`src/rtl/secret_code_gen.sv`:
```
// secret_code_gen: builds a NUM_DIGITS-digit code from a free-running PRBS word.
// Each COLLECT cycle samples prbs_in[3:0] as a candidate digit. A candidate
// larger than DIGIT_MAX is rejected. An accepted candidate fills the next slot,
// starting at digit 0. If MAX_TRIES candidates are evaluated without filling
// the last slot, the block finishes with an error.
//
// Build option:
//   UNIQUE_DIGITS_EN - also reject candidates that are already present in the
//                      current code, so all digits are distinct
//                      (requires NUM_DIGITS <= DIGIT_MAX+1).
//
// Ports:
//   clk        - clock, rising edge
//   resetb     - asynchronous active-low reset
//   prbs_in    - pseudo-random word, new value each cycle (low nibble used)
//   gen_req    - request a new code (ignored while busy)
//   busy       - high while collecting digits
//   code_valid - high while a finished code is presented
//   code_err   - high with code_valid when the try budget ran out
//   code_out   - packed digits, digit k in bits [4k+3:4k]
module secret_code_gen #(
  parameter int unsigned PRBS_W     = 16,
  parameter int unsigned NUM_DIGITS = 4,
  parameter int unsigned DIGIT_MAX  = 9,
  parameter int unsigned MAX_TRIES  = 64
) (
  input  logic                    clk,
  input  logic                    resetb,
  input  logic [PRBS_W-1:0]       prbs_in,
  input  logic                    gen_req,
  output logic                    busy,
  output logic                    code_valid,
  output logic                    code_err,
  output logic [4*NUM_DIGITS-1:0] code_out
);

  localparam int unsigned CODE_W = 4 * NUM_DIGITS;
  localparam int unsigned SLOT_W = $clog2(NUM_DIGITS + 1);
  localparam int unsigned TRY_W  = $clog2(MAX_TRIES + 1);
  localparam logic [3:0]        DIGIT_LIM = 4'(DIGIT_MAX);
  localparam logic [SLOT_W-1:0] LAST_SLOT = SLOT_W'(NUM_DIGITS - 1);
  localparam logic [TRY_W-1:0]  TRY_LIM   = TRY_W'(MAX_TRIES);

  typedef enum logic [1:0] {
    IDLE    = 2'd0,
    COLLECT = 2'd1,
    DONE    = 2'd2
  } state_t;

  state_t              state_q, state_d;
  logic [SLOT_W-1:0]   slot_q, slot_d;
  logic [TRY_W-1:0]    tries_q, tries_d;
  logic [CODE_W-1:0]   code_d;
  logic                err_d;

  // Candidate nibble is registered, then judged one cycle later. cand_vld_q
  // marks a nibble that was sampled while in COLLECT.
  logic [3:0]          cand_q;
  logic                cand_vld_q;

  logic                in_range_c;
  logic                dup_c;
  logic                accept_c;
  logic                last_c;
  logic                prbs_unused;

  // Only the low nibble of the PRBS word carries a candidate.
  assign prbs_unused = ^prbs_in;

  assign in_range_c = (cand_q <= DIGIT_LIM);
  assign last_c     = (slot_q == LAST_SLOT);

`ifdef UNIQUE_DIGITS_EN
  // Duplicate check covers only the slots already written in this code.
  always_comb begin
    dup_c = 1'b0;
    for (int unsigned k = 0; k < NUM_DIGITS; k++) begin
      if ((SLOT_W'(k) < slot_q) && (code_out[4*k +: 4] == cand_q)) begin
        dup_c = 1'b1;
      end
    end
  end
`else
  assign dup_c = 1'b0;
`endif

  assign accept_c = in_range_c && !dup_c;

  // Next-state and datapath updates.
  always_comb begin
    state_d = state_q;
    slot_d  = slot_q;
    tries_d = tries_q;
    code_d  = code_out;
    err_d   = code_err;

    case (state_q)
      IDLE, DONE: begin
        if (gen_req) begin
          state_d = COLLECT;
          slot_d  = '0;
          tries_d = '0;
          code_d  = '0;
          err_d   = 1'b0;
        end
      end

      COLLECT: begin
        if (cand_vld_q) begin
          tries_d = tries_q + TRY_W'(1);
          if (accept_c) begin
            for (int unsigned k = 0; k < NUM_DIGITS; k++) begin
              if (slot_q == SLOT_W'(k)) begin
                code_d[4*k +: 4] = cand_q;
              end
            end
            slot_d = slot_q + SLOT_W'(1);
          end
          // Completing the code takes priority over an expiring budget.
          if (accept_c && last_c) begin
            state_d = DONE;
            err_d   = 1'b0;
          end else if (tries_d == TRY_LIM) begin
            state_d = DONE;
            err_d   = 1'b1;
            code_d  = '0;
          end
        end
      end

      default: begin
        state_d = IDLE;
      end
    endcase
  end

  // State and registered outputs.
  always_ff @(posedge clk or negedge resetb) begin
    if (!resetb) begin
      state_q    <= IDLE;
      slot_q     <= '0;
      tries_q    <= '0;
      cand_q     <= '0;
      cand_vld_q <= 1'b0;
      busy       <= 1'b0;
      code_valid <= 1'b0;
      code_err   <= 1'b0;
      code_out   <= '0;
    end else begin
      state_q    <= state_d;
      slot_q     <= slot_d;
      tries_q    <= tries_d;
      cand_q     <= prbs_in[3:0];
      cand_vld_q <= (state_q == COLLECT);
      busy       <= (state_d == COLLECT);
      code_valid <= (state_d == DONE);
      code_err   <= err_d;
      code_out   <= code_d;
    end
  end

endmodule
```
`config.mk`:
```
export PLATFORM = sky130hd
export DESIGN_NAME = secret_code_gen
export DESIGN_NICKNAME = d
export VERILOG_FILES = /design/src/rtl/secret_code_gen.sv
export SDC_FILE = /design/constraint.sdc
export NUM_CORES = 1
export LEC_CHECK = 0
export ABC_CLOCK_PERIOD_IN_PS = 2800
export BUFFER_PORTS_ARGS = -buffer_cell sky130_fd_sc_hd__buf_2
export CORE_MARGIN = 4
export CORE_UTILIZATION = 45
export DETAILED_ROUTE_END_ITERATION = 6
export PLACE_DENSITY_LB_ADDON = 0.3
export SLEW_MARGIN = 15
export SYNTH_ARGS = -nofsm -noshare
export SYNTH_HDL_FRONTEND = slang
export SYNTH_SLANG_ARGS = --single-unit
```
`constraint.sdc`:
```
create_clock -name clk -period 2.8 [get_ports clk]
set_input_delay 0.56 -clock clk [delete_from_list [all_inputs] [get_ports clk]]
set_output_delay 0.56 -clock clk [all_outputs]
set_load 0.005 [all_outputs]
```
* Word level (Yosys, flattened, before mapping)
Cells that the tools add are included.
** Storage, ports and cells
- Input port bits :: 19
- Output and inout port bits :: 19
- Word-level logic and storage cells :: 59
- Register bits after elaboration :: 36
** Operators by class
- Reduce and logical (&&, ||, !) cells :: 8
- $lt $le $gt $ge :: 1
- Equality and inequality tests :: 12
- Add/sub/neg operators :: 2
- Multiplexer cells :: 27
** Operators by type and width (number)
- $mux W16 :: 5
- $pmux W16 S2 :: 1
- $mux W4 :: 4
- $mux W7 :: 2
- $pmux W7 S2 :: 1
- $mux W3 :: 3
- $mux W2 :: 4
- $reduce_and A4 Y1 :: 2
- $add A7 B1 Y7 const B :: 1
- $eq A7 B7 Y1 const B :: 1
- $eq A3 B2 Y1 const B :: 2
- $ne A2 B2 Y1 const B :: 3
- $pmux W3 S2 :: 1
- $eq A2 B1 Y1 const B :: 2
- $eq A2 B2 Y1 const B :: 2
- $le A4 B4 Y1 const B :: 1
- $mux W1 :: 4
- $pmux W2 S2 :: 1
- $add A3 B1 Y3 const B :: 1
- $eq A3 B1 Y1 const B :: 1
- $logic_not A3 Y1 :: 1
- $ne A3 B3 Y1 const B :: 1
- $reduce_and A3 Y1 :: 1
- $logic_not A2 Y1 :: 1
- other kinds (4) :: 4

* Longest topological paths before layout
Gate-level depths: netlist of run 1.
- Word-level depth :: 7
- Depth in mapped cells :: 8
- Gate-level depth less buffers :: 7

* Worst setup path after synthesis of run 1
No wires, ideal clock.
- Kind :: register to register
- Start :: reg tries_q[0]
- End :: reg code_out[12]
- Period minus slack after synthesis :: 2012 ps
- Arrival :: 1891 ps
- Stages on the path, launching flop included :: 7
- Required time :: 2679 ps
- Setup time :: 121 ps
- Buffers on the path :: 0
- Slack :: 788 ps
- Cells stage by stage :: dfrtp_1 ha_1 xnor2_1 or4b_1 a21o_1 a31o_1 a22o_1
** Between the ends
- Word-level cells in the longest chain between the ends :: 6
** RTL lines
- start, declared :: line 52 : logic [TRY_W-1:0] tries_q, tries_d;
- start signal, assigned :: line 152 : tries_q <= tries_d;
- $add A7 B1 Y7 :: line 110 : tries_d = tries_q + TRY_W'(1);
- $eq A7 B7 Y1 :: line 123 : end else if (tries_d == TRY_LIM) begin
- $mux W16 :: line 123
- $mux W16 :: line 120 : if (accept_c && last_c) begin
- $mux W16 :: line 109 : if (cand_vld_q) begin
- $pmux W16 S2 :: line 97 : case (state_q)
- end signal, assigned :: line 158 : code_out <= code_d;
- end, declared :: line 34 : output logic [4*NUM_DIGITS-1:0] code_out
Every way passes these cells. The select of a mux whose other input is x is not followed.
A chain may end at the register's enable or synchronous reset.

* Worst setup path after layout of run 1
- Start :: reg tries_q[0]
- End :: reg code_out[15]
The elaborated chain is that of the path after synthesis.

==> run summary, run 1 <==
The flow ran to the end, and the final reports show no timing, DRC or antenna violations. For the maximum number of pins on one net before global-route repair, the log shows 37. The effective utilization at floorplan is 48.0%, and the first-pass GRT wire length is 5860 microns. For the worst-case vdd ir drop, the log shows 472 uV. STA classifies the critical path endpoint as a register. The upper clock frequency limit was 453 MHz; the proportion of synthesized chip area in sequential cells was 55.0%. TritonCTS built the clock tree. The global placer's final weighted congestion was 0.731; the worst reg2reg path depth was 6. The cell area that synthesis handed to floorplanning was 0.00164 sq mm. The tools report the proportion of power drawn by the clock network as 18.5%. The endpoint identified for the worst register-to-register timing path is code_out[15]. The power density normalized to cell area was 1040 mW/mm^2; the post-cts resize count was 0. The share of the clock period used by the worst path works out to 78.9%. The global-route usage over all layers is 17.4%. The worst setup path is of the register to register kind.

Full die area: 0.00467 sq mm. In the final routed layout, each cell accounts on average for 15.4 microns. For the number of pins with negative max-slew slack in the final report, the log shows 0.

The critical path goes through ha_1, xnor2_1, or4b_1, a21o_1, a31o_1, a22o_1. Setup violations remaining at the end of the flow were counted as 0. Yosys printed 0 warnings. The tools report the initial antenna violation count as 0. The detailed-routing iteration count for the pre-antenna-repair pass was 4. For this design, the slowest cell found on the critical path is sky130_fd_sc_hd__or4b_1.

Among cell families on the critical path, the largest total delay comes from compound AO/OA/AOI/OAI gates. The run gives 0.00188 sq mm as the area of all placed cells without fillers. The count of antenna diodes in the layout is 0. Clock tree root driver cell: sky130_fd_sc_hd__clkbuf_4. The tool flagged a number of max-cap violations equal to 0. Once the clock tree was built, the setup fixing pass inserted 0 buffers.

Counting every net in the synthesized netlist gives 178. Detailed routing inserted a total of 1,263 vias. In this run the vertical extent of the chip is 68.4 microns. The net switching fraction of the power was 38.7%.

For the HPWL after detailed placement, the log shows 2570 microns. The relative slew slack is 47.8%, and the worst path buffer plus inverter count is 0. The initialized floorplan defines 21 standard-cell rows. The H-tree generated during clock tree synthesis spans 2 levels.

Count of nets after finishing: 205. The total leakage power is 0.958 nW, and the sequential share of power is 42.6%. Counting along the longest clock path gives a buffer depth of 2. For the number of top-level pins, the log shows 38. Combinational logic is responsible for 38.8% of the overall power.

Registers take 901 sq um. The run gives 3490 microns as the total wirelength of the detailed-routed design. The startpoint identified for the worst register-to-register timing path is tries_q[0]. Cells with a size suffix above 1 make up 18.2% of the layout.

Tracing the worst setup path back leads to its startpoint at tries_q[0]. In the final layout, the multi-input gates occupy 696 sq um. Setup repair after global routing left no endpoint under its margin. The total cell area at the placement stage was 0.00180 sq mm. The worst setup path is launched from a register.

After detailed routing, the number of vias per cell comes to 5.56. The number of global-route vias before repair is 1,264. The path class of the tightest hold or removal check is input pin to asynchronous set/reset pin. In this design, the stage delay of the slowest critical-path cell is 0.54 ns. The mean cell area of the mapped netlist came out at 10.7 sq um.

Synthesis inferred 36 register bits. Clock latency on the worst-skew pair, taken at its later pin, is 0.34 ns. The die is 68.4 microns wide. Yosys attributes the largest share of cell area to sky130_fd_sc_hd__dfrtp_1, sky130_fd_sc_hd__mux2i_1, sky130_fd_sc_hd__ha_1.

Data on the critical path is required at its endpoint by 3.04 ns. Number of failing hold endpoints at the final stage: 0. At the pin with the least slew margin, the transition time is 0.784 ns. CTS saw 36 sinks. The arrival time reported for the critical path endpoint came out at 2.45 ns.

The tools report the capture point of the critical path as code_out[15]. After clock tree synthesis, the clock-pin slew on the worst setup and hold paths is 0.11 ns. The count of buffers added on input and output ports is 25. TritonCTS created 5 clock buffers.

After global routing the overflow that remains totals 0. In this run the worst path has a maximum fanout of 6. The critical path crosses 6 cells after its start point.

The detail route stage leaves a number of antenna-violating nets equal to 0. The worst register-to-register path has a setup slack of 0.59 ns. The synthesized netlist contains 35 unique library cells. The clock arrives with 0.0122 ns of skew.

The synthesized design spends more area on one cell type than any other, namely sky130_fd_sc_hd__dfrtp_1. The number of non-filler instances in the completed layout is 227, and the internal power summed over all cells is 1.20 mW. In the routed design, unresolved DRC markers number 0. The layout-stage area growth over the synthesis result was 14.6%; the quantity of hold-fixing buffers added after cts was 0. In this run, placement finished with an instance count of 219. For the number of filler cells placed in the layout, the log shows 331. The placeable core region came out at 0.00342 sq mm. Adding up every negative setup slack in the final design gives 0 ns. DRC marker count from the first detailed-route iteration: 76. The total net switching power is 757 uW, and the cell count after synthesis is 153. After layout, the minimum clock period comes to 2.21 ns. The synthesized design devotes to its leading area cell type 55.0% of total area. Overall power consumption after layout is estimated at 1.96 mW.
registers in the layout, indices dropped and copies added (netlist names):
name,count
busy,1
cand_q,4
cand_vld_q,1
code_err,1
code_out,16
code_valid,1
slot_q,3
state_q,2
tries_q,7
how the worst min path moves through the flow:
stage	from	slack (ns)	cells past startpoint	to
3_5_place_dp	code_out[13]	0.49	1	code_out[13]
6_report	resetb	0.29	1	state_q[0]
3_3_place_gp	code_out[15]	0.48	1	code_out[15]
5_1_grt	prbs_in[2]	0.29	1	cand_q[2]
4_1_cts	resetb	0.31	1	tries_q[1]
2_1_floorplan	resetb	0.26	0	busy
worst reg2reg max path, delay by kind of cell (launching register included):
kind | cells | cell delay [ns]
simple gates | 1 | 0.54
flops | 1 | 0.45
xor+xnor | 1 | 0.16
compound gates | 3 | 0.67
fa+ha+maj | 1 | 0.29
layer usage:
metal / routed length (microns) / part of all wire [%] / GRT usage, % / vias up
li1: - / - / - / 604
met1: 1480 / 42 / 19.8 / 631
met2: 1800 / 52 / 29.6 / 20
met3: 141 / 4.0 / 5.91 / 8
met4: 60 / 1.7 / 7.44 / 0
met5: 0 / 0 / 0 / -
stage by stage:
stage / hold slack, ns / setup WS (ns) / utilization (%)
floorplan: 0.264 / 0.788 / -
global placement: 0.485 / 0.688 / 52.7
detailed placement: 0.487 / 0.619 / 52.7
CTS: 0.307 / 0.605 / 55.0
global route: 0.290 / 0.547 / 55.0
finish: 0.287 / 0.591 / 55.0
area by class of cell:
type	count	share of cell area [%]
Sequential cell	36	48.0
Multi-Input combinational cell	107	37.0
Timing Repair Buffer	26	7.06
Tap cell	46	3.06
Clock buffer	6	2.20
Clock inverter	2	1.87
Inverter	4	0.799
synth_stat cells (all sizes together):
library cell,count
dfrtp,36
nor2,17
o21ai,14
nand2,11
mux2i,9
ha,6
nand3,6
a22o,5
a21oi,4
clkbuf,4
inv,4
a211oi,3
a31oi,3
nand2b,3
nor2b,3
o221ai,3
a21o,2
a32o,2
and2,2
buf,2
nand4,2
xnor2,2
a31o,1
and3,1
and4,1
nand3b,1
nand4b,1
nor3,1
nor3b,1
o211ai,1
or4b,1
xor2,1
power by group through the flow:
stage               Combinational (mW)  Clock, mW  Sequential (mW)
detailed placement               0.767          0            0.842
floorplan                        0.544          0            0.815
finish                           0.760      0.362            0.834
CTS                              0.771      0.367            0.832
global placement                 0.734          0            0.829
global route                     0.878      0.394            0.859
cell families after synthesis:
| logic type | Yosys count | share of synthesized area [%] |
|---|---|---|
| xor gates and xnor gates | 3 | 1.60 |
| AOI/OAI and AO/OA | 38 | 15.4 |
| and+or+nand+nor | 51 | 15.3 |
| adders and majority gates | 6 | 4.58 |
| buffers and inverters | 10 | 2.59 |
| muxes | 9 | 5.50 |
| DFF | 36 | 55.0 |
cell usage in the layout, fill, tap and decap left out, types with 2 or more instances in the layout:
| cell | instances |
|---|---|
| sky130_fd_sc_hd__mux2i_1 | 9 |
| sky130_fd_sc_hd__a32o_1 | 2 |
| sky130_fd_sc_hd__buf_2 | 25 |
| sky130_fd_sc_hd__a21o_1 | 2 |
| sky130_fd_sc_hd__o221ai_1 | 3 |
| sky130_fd_sc_hd__a21oi_1 | 4 |
| sky130_fd_sc_hd__nor2b_1 | 3 |
| sky130_fd_sc_hd__nand3_1 | 6 |
| sky130_fd_sc_hd__inv_1 | 4 |
| sky130_fd_sc_hd__a211oi_1 | 3 |
| sky130_fd_sc_hd__dfrtp_1 | 36 |
| sky130_fd_sc_hd__nand2_1 | 11 |
| sky130_fd_sc_hd__xnor2_1 | 2 |
| sky130_fd_sc_hd__nand4_1 | 2 |
| sky130_fd_sc_hd__o21ai_0 | 12 |
| sky130_fd_sc_hd__a31oi_1 | 3 |
| sky130_fd_sc_hd__a22o_1 | 5 |
| sky130_fd_sc_hd__o21ai_1 | 2 |
| sky130_fd_sc_hd__nand2b_1 | 3 |
| sky130_fd_sc_hd__nor2_1 | 17 |
| sky130_fd_sc_hd__ha_1 | 6 |
| sky130_fd_sc_hd__clkbuf_4 | 5 |
Power figures use the tool's default switching activity.
==> inputs of run 2 (changes only) <==
--- a/config.mk
+++ b/config.mk
@@ -5,7 +5,7 @@
 export SDC_FILE = /design/constraint.sdc
 export NUM_CORES = 1
 export LEC_CHECK = 0
-export ABC_CLOCK_PERIOD_IN_PS = 2800
+export ABC_CLOCK_PERIOD_IN_PS = 2000
 export BUFFER_PORTS_ARGS = -buffer_cell sky130_fd_sc_hd__buf_2
 export CORE_MARGIN = 4
 export CORE_UTILIZATION = 45
==> constraint.sdc (replaced) <==
create_clock -name clk -period 2 [get_ports clk]
set_input_delay 0.4 -clock clk [delete_from_list [all_inputs] [get_ports clk]]
set_output_delay 0.4 -clock clk [all_outputs]
set_load 0.005 [all_outputs]
==> run summary, run 2 (synthesized netlist as in run 1, its figures left out) <==
The run finished, with violations left. The checks that failed: setup timing. In the layout the commonest cells are sky130_fd_sc_hd__dfrtp_1, sky130_fd_sc_hd__buf_2, sky130_fd_sc_hd__nor2_1, sky130_fd_sc_hd__o21ai_0, sky130_fd_sc_hd__nand2_1. The largest register by flop count was code_out. 0 antenna diodes ended up in the layout.

In this run the tool buffered the top-level ports with 25 buffer cells. The logs give 2.24 ns for the arrival time reported for the critical path endpoint and 0 for the number of maximum-capacitance constraint violations. The run gives 56.3% as the post-route core utilization.

Setup repair after global routing could not meet its margin everywhere. The worst-case IR drop observed on VDD is 636 uV. The source-to-sink clock delay at the later pin of the worst-skew pair was 0.33 ns; the final critical path time including I/O delays and setup was 2.01 ns.

In this run the worst path has a maximum fanout of 4. Clock-pin slew on the worst setup and hold paths: 0.11 ns. The global route total overflow is 0, and the number of failing hold endpoints at the final stage is 0. The count of final setup violators was 1. In the routed design, unresolved DRC markers number 0.

The initial antenna violation count is 0, and the relative slew slack is 47.4%. The data required time at the worst endpoint is 2.23 ns. Timing would allow up to 497 MHz.

The effective utilization at floorplan came out at 48.0%. The tools report the number of global-route vias before repair as 1,283. After routing the design area is 0.00192 sq mm. The first TritonRoute pass finished after 4 iterations.

Leaving out fill and tap cells, the most frequent cell in the layout is sky130_fd_sc_hd__dfrtp_1. On the final layout, the worst clock skew is 0.00954 ns. TritonCTS built the clock tree. For the number of cells in the design after placement, the log shows 226. The share of the clock period used by the worst path is 101%, and the global-route usage over all layers is 17.3%. Buffers added to address setup during post-CTS repair amount to 0. The worst min-delay path class was input pin to asynchronous set/reset pin. The run gives -0.0117 ns as the setup slack of the critical path after layout. The DRC marker count from the first detailed-route iteration was 42. 38 I/O pins were placed.

The number of vias per cell after detailed routing came out at 5.47. In this run the power density over the cells is 1410 mW/mm^2. The worst setup path is of the register to register kind. The run gives 212 as the count of nets after finishing. The total leakage power is 0.982 nW, and the number of non-filler instances in the completed layout is 234.

The worst setup path is launched from a register. The routed layout has 1,280 vias. In the final layout, the registers with the most flip-flops are code_out x16, tries_q x7, cand_q x4. The die covers 0.00467 sq mm. The congestion estimate from routability-driven global placement came to 0.781. The HPWL after detailed placement is 2640 microns, and the flip-flop count of the largest register, all copies and words added is 16. The total wirelength of the detailed-routed design is 3540 microns, and the count of standard-cell rows is 21. The buffer depth of the longest clock path came out at 2. The number of pins with negative max-slew slack in the final report is 0, and the die extent in y is 68.4 microns.

The layout-stage area growth over the synthesis result is 17.3%. In this run, CTS created clock tree buffers numbering 5. The core region is 0.00342 sq mm. The tree is rooted in a sky130_fd_sc_hd__clkbuf_4. After detailed routing, the average wire length per cell comes to 15.1 microns. For this design, the sink count on the clock tree is 36. The overall die width was 68.4 microns; the maximum number of pins on one net before global-route repair was 37. The first-pass GRT wire length was 5820 microns; the remaining antenna violation count was 0. The tools report the type of destination of the critical path as a register.

Cells with a size suffix above 1 make up 22.3% of the layout. After detailed placement, the total cell area comes to 0.00186 sq mm. The H-tree level count is 2. Pin slew with the least headroom to its limit: 0.790 ns.
run 2: path summary, 6_finish.rpt:
kind	startpoint	slack (ns)	cells after the start	end
min reg2reg	code_out[12]	0.52	1	code_out[12]
max reg2reg	tries_q[1]	-0.01	6	code_out[13]
max	tries_q[1]	-0.01	6	code_out[13]
min in group clk	prbs_in[0]	0.16	1	cand_q[0]
min	resetb	0.14	1	tries_q[1]
max in group asynchronous	resetb	1.36	1	cand_q[2]
run 2: final cells by class:
class | count | area, sq um
clock buffer | 7 | 55.1
multi-input combinational | 107 | 702
clock inverter | 1 | 7.51
sequential | 36 | 901
fill | 311 | 1490
tap | 46 | 57.6
inverter | 4 | 15.0
timing repair buffer | 33 | 185
run 2: through the flow:
stage	hold WS [ns]	setup slack [ns]	TNS, ns	total power, mW
floorplan	0.104	0.0347	0	1.91
global placement	0.484	0.0321	0	2.26
detailed placement	0.489	0.00409	0	2.34
CTS	0.147	-0.0292	-0.103	2.75
global route	0.140	-0.0982	-0.645	2.94
finish	0.137	-0.0117	-0.0117	2.72
run 2: worst max-delay path, cell delays in order (launching register included):
cell                      delay [ns]
sky130_fd_sc_hd__dfrtp_1        0.40
sky130_fd_sc_hd__ha_2           0.20
sky130_fd_sc_hd__xnor2_1        0.12
sky130_fd_sc_hd__or4b_4         0.48
sky130_fd_sc_hd__a21o_1         0.23
sky130_fd_sc_hd__a31o_1         0.27
sky130_fd_sc_hd__a22o_1         0.21
run 2: power by group:
group / switching (mW) / total [mW] / internal (mW) / leakage, nW
combinational: 0.651 / 1.16 / 0.504 / 0.488
sequential: 0.184 / 1.15 / 0.968 / 0.462
clock: 0.235 / 0.407 / 0.172 / 0.0315
total: 1.07 / 2.72 / 1.64 / 0.982
run 2: timing repair:
item                                    CTS  global route
endpoints found under the setup margin    4            18
hold buffers                              0             0
pin swaps                                 2             6
gates resized for setup                   0             1
run 2: per-layer routing:
metal  vias up  track usage (%)  part of all wire (%)
met4         0             6.95                   1.1
met1       645             19.7                    42
met3         4             5.09                   3.0
li1        616                -                     -
met5         -                0                     0
met2        15             30.3                    54
